--- src/rtl/stream_rl1_sink_fifo.sv ---
// stream_rl1_sink_fifo
//   Receives beats from a ready-latency-1 source and re-presents them on a
//   ready-latency-0 (first-word-fall-through) valid/ready port. The source may
//   keep sending for one cycle after ready_out falls. A small FIFO holds that
//   in-flight beat.
//
// Ports
//   clk           clock, all logic on posedge
//   rst_n         synchronous reset, active low
//   valid_in      RL1 upstream beat valid
//   data_in       RL1 upstream beat data
//   ready_out     RL1 ready to upstream (registered)
//   valid_out     RL0 downstream beat valid
//   data_out      RL0 downstream beat data
//   ready_in      RL0 downstream ready
//   fill_level    beats currently stored, 0..DEPTH
//   overflow_err  sticky flag: a beat arrived that ready had not allowed

module stream_rl1_sink_fifo #(
  parameter int DATA_WIDTH = 26,
  parameter int ADDR_WIDTH = 2
) (
  input  logic                  clk,
  input  logic                  rst_n,
  input  logic                  valid_in,
  input  logic [DATA_WIDTH-1:0] data_in,
  output logic                  ready_out,
  output logic                  valid_out,
  output logic [DATA_WIDTH-1:0] data_out,
  input  logic                  ready_in,
  output logic [ADDR_WIDTH:0]   fill_level,
  output logic                  overflow_err
);

  localparam int DEPTH = 1 << ADDR_WIDTH;
  // ready_out stays high only while one more in-flight beat still fits
  // after the next accepted beat.
  localparam logic [ADDR_WIDTH:0] READY_MAX = (ADDR_WIDTH+1)'(DEPTH - 2);

  logic [DATA_WIDTH-1:0] mem [DEPTH];
  logic [ADDR_WIDTH-1:0] wr_ptr;
  logic [ADDR_WIDTH-1:0] rd_ptr;
  logic [ADDR_WIDTH:0]   count;
  logic [ADDR_WIDTH:0]   count_next;
  logic                  ready_out_d;
  logic                  push;
  logic                  pop;
  logic                  violation;

  // The source is entitled to send only in the cycle after it saw ready.
  assign push      = valid_in & ready_out_d;
  assign violation = valid_in & ~ready_out_d;
  assign valid_out = (count != '0);
  assign pop       = valid_out & ready_in;
  assign data_out  = mem[rd_ptr];
  assign fill_level = count;

  always_comb begin
    count_next = count;
    if (push && !pop) begin
      count_next = count + 1'b1;
    end else if (pop && !push) begin
      count_next = count - 1'b1;
    end
  end

  always_ff @(posedge clk) begin
    if (!rst_n) begin
      count        <= '0;
      wr_ptr       <= '0;
      rd_ptr       <= '0;
      ready_out    <= 1'b0;
      ready_out_d  <= 1'b0;
      overflow_err <= 1'b0;
    end else begin
      count       <= count_next;
      ready_out   <= (count_next <= READY_MAX);
      ready_out_d <= ready_out;
      if (push) begin
        wr_ptr <= wr_ptr + 1'b1;
      end
      if (pop) begin
        rd_ptr <= rd_ptr + 1'b1;
      end
      if (violation) begin
        overflow_err <= 1'b1;
      end
    end
  end

  // Storage is not reset. A write and a read never hit the same entry in
  // one cycle, because an empty FIFO cannot pop.
  always_ff @(posedge clk) begin
    if (rst_n && push) begin
      mem[wr_ptr] <= data_in;
    end
  end

endmodule

--- config.mk ---
export PLATFORM = sky130hd
export DESIGN_NAME = stream_rl1_sink_fifo
export DESIGN_NICKNAME = d
export VERILOG_FILES = /design/src/rtl/stream_rl1_sink_fifo.sv
export SDC_FILE = /design/constraint.sdc
export NUM_CORES = 1
export LEC_CHECK = 0
export BUFFER_PORTS_ARGS = -buffer_cell sky130_fd_sc_hd__buf_2
export CAP_MARGIN = 20
export CORE_ASPECT_RATIO = 0.9
export CORE_MARGIN = 4
export CORE_UTILIZATION = 35
export CTS_CLUSTER_DIAMETER = 80
export DETAILED_ROUTE_END_ITERATION = 7
export GPL_TIMING_DRIVEN = 0
export SETUP_SLACK_MARGIN = 0.5
export SLEW_MARGIN = 10
export SYNTH_ARGS = -nofsm -noshare
export SYNTH_HDL_FRONTEND = slang
export SYNTH_SLANG_ARGS = --single-unit
--- constraint.sdc ---
create_clock -name clk -period 2.2 [get_ports clk]
set_input_delay 0.11 -clock clk [delete_from_list [all_inputs] [get_ports clk]]
set_output_delay 0.11 -clock clk [all_outputs]
set_load 0.01 [all_outputs]
== Yosys cells after proc, flatten, opt, wreduce, memory -nomap -nowiden ==
Memories as Yosys holds them, arrays and structs flattened. A register that Yosys moved wholly into a read port is not among the register bits.
Index checks and enable logic that the tools add are counted.
Operators by class
  bitwise gates (word level): 4
  muxes and demuxes: 6
  $lt $le $gt $ge: 1
  $add $sub $neg: 4
  reduce and logical (&&, ||, !) cells: 6
Operators with widths (count)
  2-to-1 mux 3 bit: 2
  adder 2 x 1 -> 2 bit (second input constant): 2
  2-to-1 mux 2 bit: 2
  adder 3 x 1 -> 3 bit (second input constant): 1
  AND 1 bit: 3
  less-or-equal comparator 3 x 2 -> 1 bit (second input constant): 1
  logical AND 1 bit: 3
  nonzero test 3 bit: 1
  subtractor 3 x 1 -> 3 bit (second input constant): 1
  zero test 1 bit: 2
  2-to-1 mux 1 bit: 2
  inverter 1 bit: 1
Word-level totals
  logic and storage cells: 28
  memory bits (writable): 104
  memories kept: 1
  flip-flop bits (word level): 10
Memories
  mem: depth 4, bits a word 26, read ports 1, clocked after memory_dff 1, write ports 1, line 40  | logic [DATA_WIDTH-1:0] mem [DEPTH];

== Depth between registers and ports, before layout ==
  depth in word-level cells: 6
  depth in mapped cells: 7
  depth with buffers taken out: 7

== Worst setup path before layout ==
Ideal clock, no wire load.
  path kind: register -> register
  start point: register ready_out_d
  end point: memory mem[1][0], enable pin
  arrival time: 1.298 ns
  cell stages (with the launch flop): 4
  buffers on the path: 1
  slack: 0.517 ns
  period minus slack after synthesis: 1.683 ns
  library setup time: 0.385 ns
  cell sequence: dfxtp_1 -> and2_1 -> clkbuf_2 -> and3_1
Between the ends
  word-level cells in the longest chain between the ends: 4
Ends and longest elaborated chain
  from (decl): line 45  | logic ready_out_d;
  from (signal assigned): line 78  | ready_out_d <= ready_out;
  AND 1 bit: line 51  | assign push = valid_in & ready_out_d;
  logical AND 1 bit: line 94  | if (rst_n && push) begin
  2-to-1 mux 1 bit: line 94
  2-to-1 mux 1 bit (implied by the code): line 95  | mem[wr_ptr] <= data_in;
  to (decl): line 40
Every way passes these cells.

==> out/qor.txt <==
Worst vdd ir = 0.502 mV
Switch Pwr = 1.70 mW
Synthesized area = 4380 um^2
CTS max path bufs = 2
Residual DRC = 0
Slew Viols, Final = 0
Final period utilization = 0.826
Nets = 354
Synth async-reset ratio = 0
Seq pwr share = 0.362
Post-DR wirelength/cell = 15.9 um
PwrDens = 1180 nW/um^2
Worst slew margin = 0.711
Tot GR Track Use = 0.116
Combinational power share = 0.230
Syn_area_per_cell = 21.6 um^2
Layout Area Growth over Synthesis = 36.3%
Clock Sinks = 116
Synth cell types = 30
ANT cells = 0
Critical Path Source Type = flip-flop
Final Non-Filler Cells = 490
Number of synthesized flops with an enable pin = 104
Initial core utilization = 0.361
Core area = 12100 um^2
Critical Path AT = 1.71 ns
Critical path type = flip-flop to output port
Status = finished, final reports clean
Max Clock Skew = 0.00871 ns
DRT Pass-1 Iters = 4
Hold Crit Class = primary input to flip-flop
Initial antenna violation count = 0
CP Capture Type = output port
Finish-stage setup viols = 0
Slew @ Worst Pin = 0.433 ns
PortBufs = 61
FMAX = 550 MHz
Via/cell ratio = 4.58
Critical path peak fanout = 9
Die X = 126 um
Seq/Total Area, Yosys = 0.768
Leakage = 2.11 nW
Syn. warnings = 0
Post-DP HPWL = 4.65 mm
Share of cells above drive strength 1 = 0.433
CTS buffer count = 17
Footprint of the multi-input gates = 962 um^2
Unrepaired setup endpoints after global routing = yes
Top cell type by total area after synthesis = edfxtp_1
I/O pin count = 62
Site Rows = 38
H-tree depth = 4
Net Sw Frac = 0.242
GRT Residual Overflow = 0
Vias in the first global route = 2375
Detailed-route via count = 2244
Area share of the largest cell type after synthesis = 0.714
Mapped Cells = 203
Vert. Die Dim = 114 um
Synth top area cells = edfxtp_1 (71%), mux4_2 (13%), dfxtp_1 (5.5%)
Register area = 3370 um^2
Final min period = 1.82 ns
Fin util = 0.492
Most frequent cell after synthesis = edfxtp_1
Most used DFF post-synth = edfxtp_1
Clock power frac = 0.408
First-pass GRT wire length = 12.4 mm
Placed insts = 424
Int Pwr = 5.34 mW
Commonest cells in the netlist = edfxtp_1 (104), mux4_2 (26), dfxtp_1 (12), nand2_1 (9), and2_1 (8)
Die area = 14400 um^2
Final Hold Fails = 0
WP data required = 2.09 ns
Fin Hold WS = 0.0139 ns
Detail Route Antenna Nets = 0
Drt initial violations = 103
Syn nets = 240
FF+latch count, synth = 116
Clock Pin Slew Worst Setup and Hold Paths = 0.06 ns
Pin count of the biggest net entering global routing = 27
Clock insertion delay at the later pin of the skew report = 0.40 ns
Detailed Route WL = 7.79 mm
CTS tree = yes
Fillcell total = 1002
Clock Root Buffer = clkbuf_16
Routability cong. = 0.715
Max-cap violations = 0
metal layers:
layer / part of all wire / vias to the layer above / global-route usage
met5: 0 / - / 0
met4: 0.011 / 0 / 0.0450
met3: 0.059 / 7 / 0.0443
met2: 0.49 / 60 / 0.188
met1: 0.44 / 1124 / 0.142
li1: - / 1053 / -
worst max-delay path, cell delays in order, from the launching register on:
cell and delay (ns):
dfxtp_2 0.34, buf_12 0.15, buf_12 0.13, mux4_2 0.52, buf_2 0.16
registers in the layout, summed over array words and instances, names as in the netlist, named ones only:
signal,count
overflow_err,1
ready_out_d,1
mem,104
fill_level,3
wr_ptr,2
ready_out,1
rd_ptr,2
worst paths after layout:
path / startpoint / endpoint / cells after the start / slack, ns
max: flip-flop / data_out[12] / 4 / 0.38
min: rst_n / wr_ptr[1] / 2 / 0.01
max reg2reg: fill_level[0] / ready_out / 7 / 0.65
min reg2reg: overflow_err / overflow_err / 1 / 0.46
per-stage QoR:
| step | TNS, ns | power (mW) | area (um^2) | setup slack, ns |
|---|---|---|---|---|
| final | 0 | 7.05 | 5960 | 0.383 |
| after global routing | 0 | 7.37 | 5960 | 0.331 |
| after CTS | 0 | 7.08 | 5930 | 0.342 |
| after detailed placement | 0 | 3.92 | 4890 | 0.395 |
| after global placement | -5.25 | 3.90 | 4880 | -0.109 |
| after floorplan | 0 | 3.50 | 4380 | 0.517 |
power by group through the flow:
stage,Sequential (mW),Combinational [mW],Clock [mW]
floorplan,2.60,0.900,0
global placement,2.59,1.31,0
detailed placement,2.59,1.33,0
CTS,2.55,1.61,2.92
global route,2.56,1.77,3.03
finish,2.55,1.62,2.87
layout make-up:
type	instances	area share
Multi-Input combinational cell	74	0.161
Tap cell	160	0.0336
Timing Repair Buffer	95	0.116
Clock inverter	14	0.0338
Clock buffer	18	0.0720
Inverter	5	0.00315
Buffer	8	0.0162
Sequential cell	116	0.564
cell usage in the layout (no fill, tap or decap), drive strengths merged:
cell type | Yosys | routed
ha | 7 | 7
a21boi | 1 | 1
o21ai | 2 | 2
o221ai | 1 | 1
buf | 5 | 72
a21o | 1 | 1
and3 | 4 | 4
mux2 | 1 | 1
bufinv | 0 | 4
nor2b | 1 | 1
nand2b | 1 | 1
inv | 5 | 8
dlygate4sd3 | 0 | 27
and2 | 9 | 9
nand3 | 1 | 1
mux4 | 26 | 26
nand4 | 1 | 1
dfxtp | 12 | 12
nand2 | 9 | 9
o21a | 1 | 1
clkbuf | 3 | 22
xor2 | 2 | 2
clkinv | 0 | 5
clkinvlp | 0 | 2
edfxtp | 104 | 104
nor2 | 1 | 1
a21oi | 1 | 1
xnor2 | 3 | 3
a31oi | 1 | 1
cells by family after synthesis:
kind of cell | count (synthesis) | synth area share
simple gates | 27 | 0.0346
mux | 27 | 0.136
flops | 116 | 0.768
xor+xnor | 5 | 0.0100
fa+ha+maj | 7 | 0.0200
compound gates | 8 | 0.0143
buf+inv | 13 | 0.0163
what timing repair did:
action / 4_1_cts / 5_1_grt
gates cloned: 1 / 1
endpoints found under the setup margin: 130 / 27
gates resized for setup: 22 / 2
hold buffers: 27 / 0
buffers inserted: 5 / 0
endpoints found under the hold margin: 105 / 0
(Power assumes the default switching activity.)
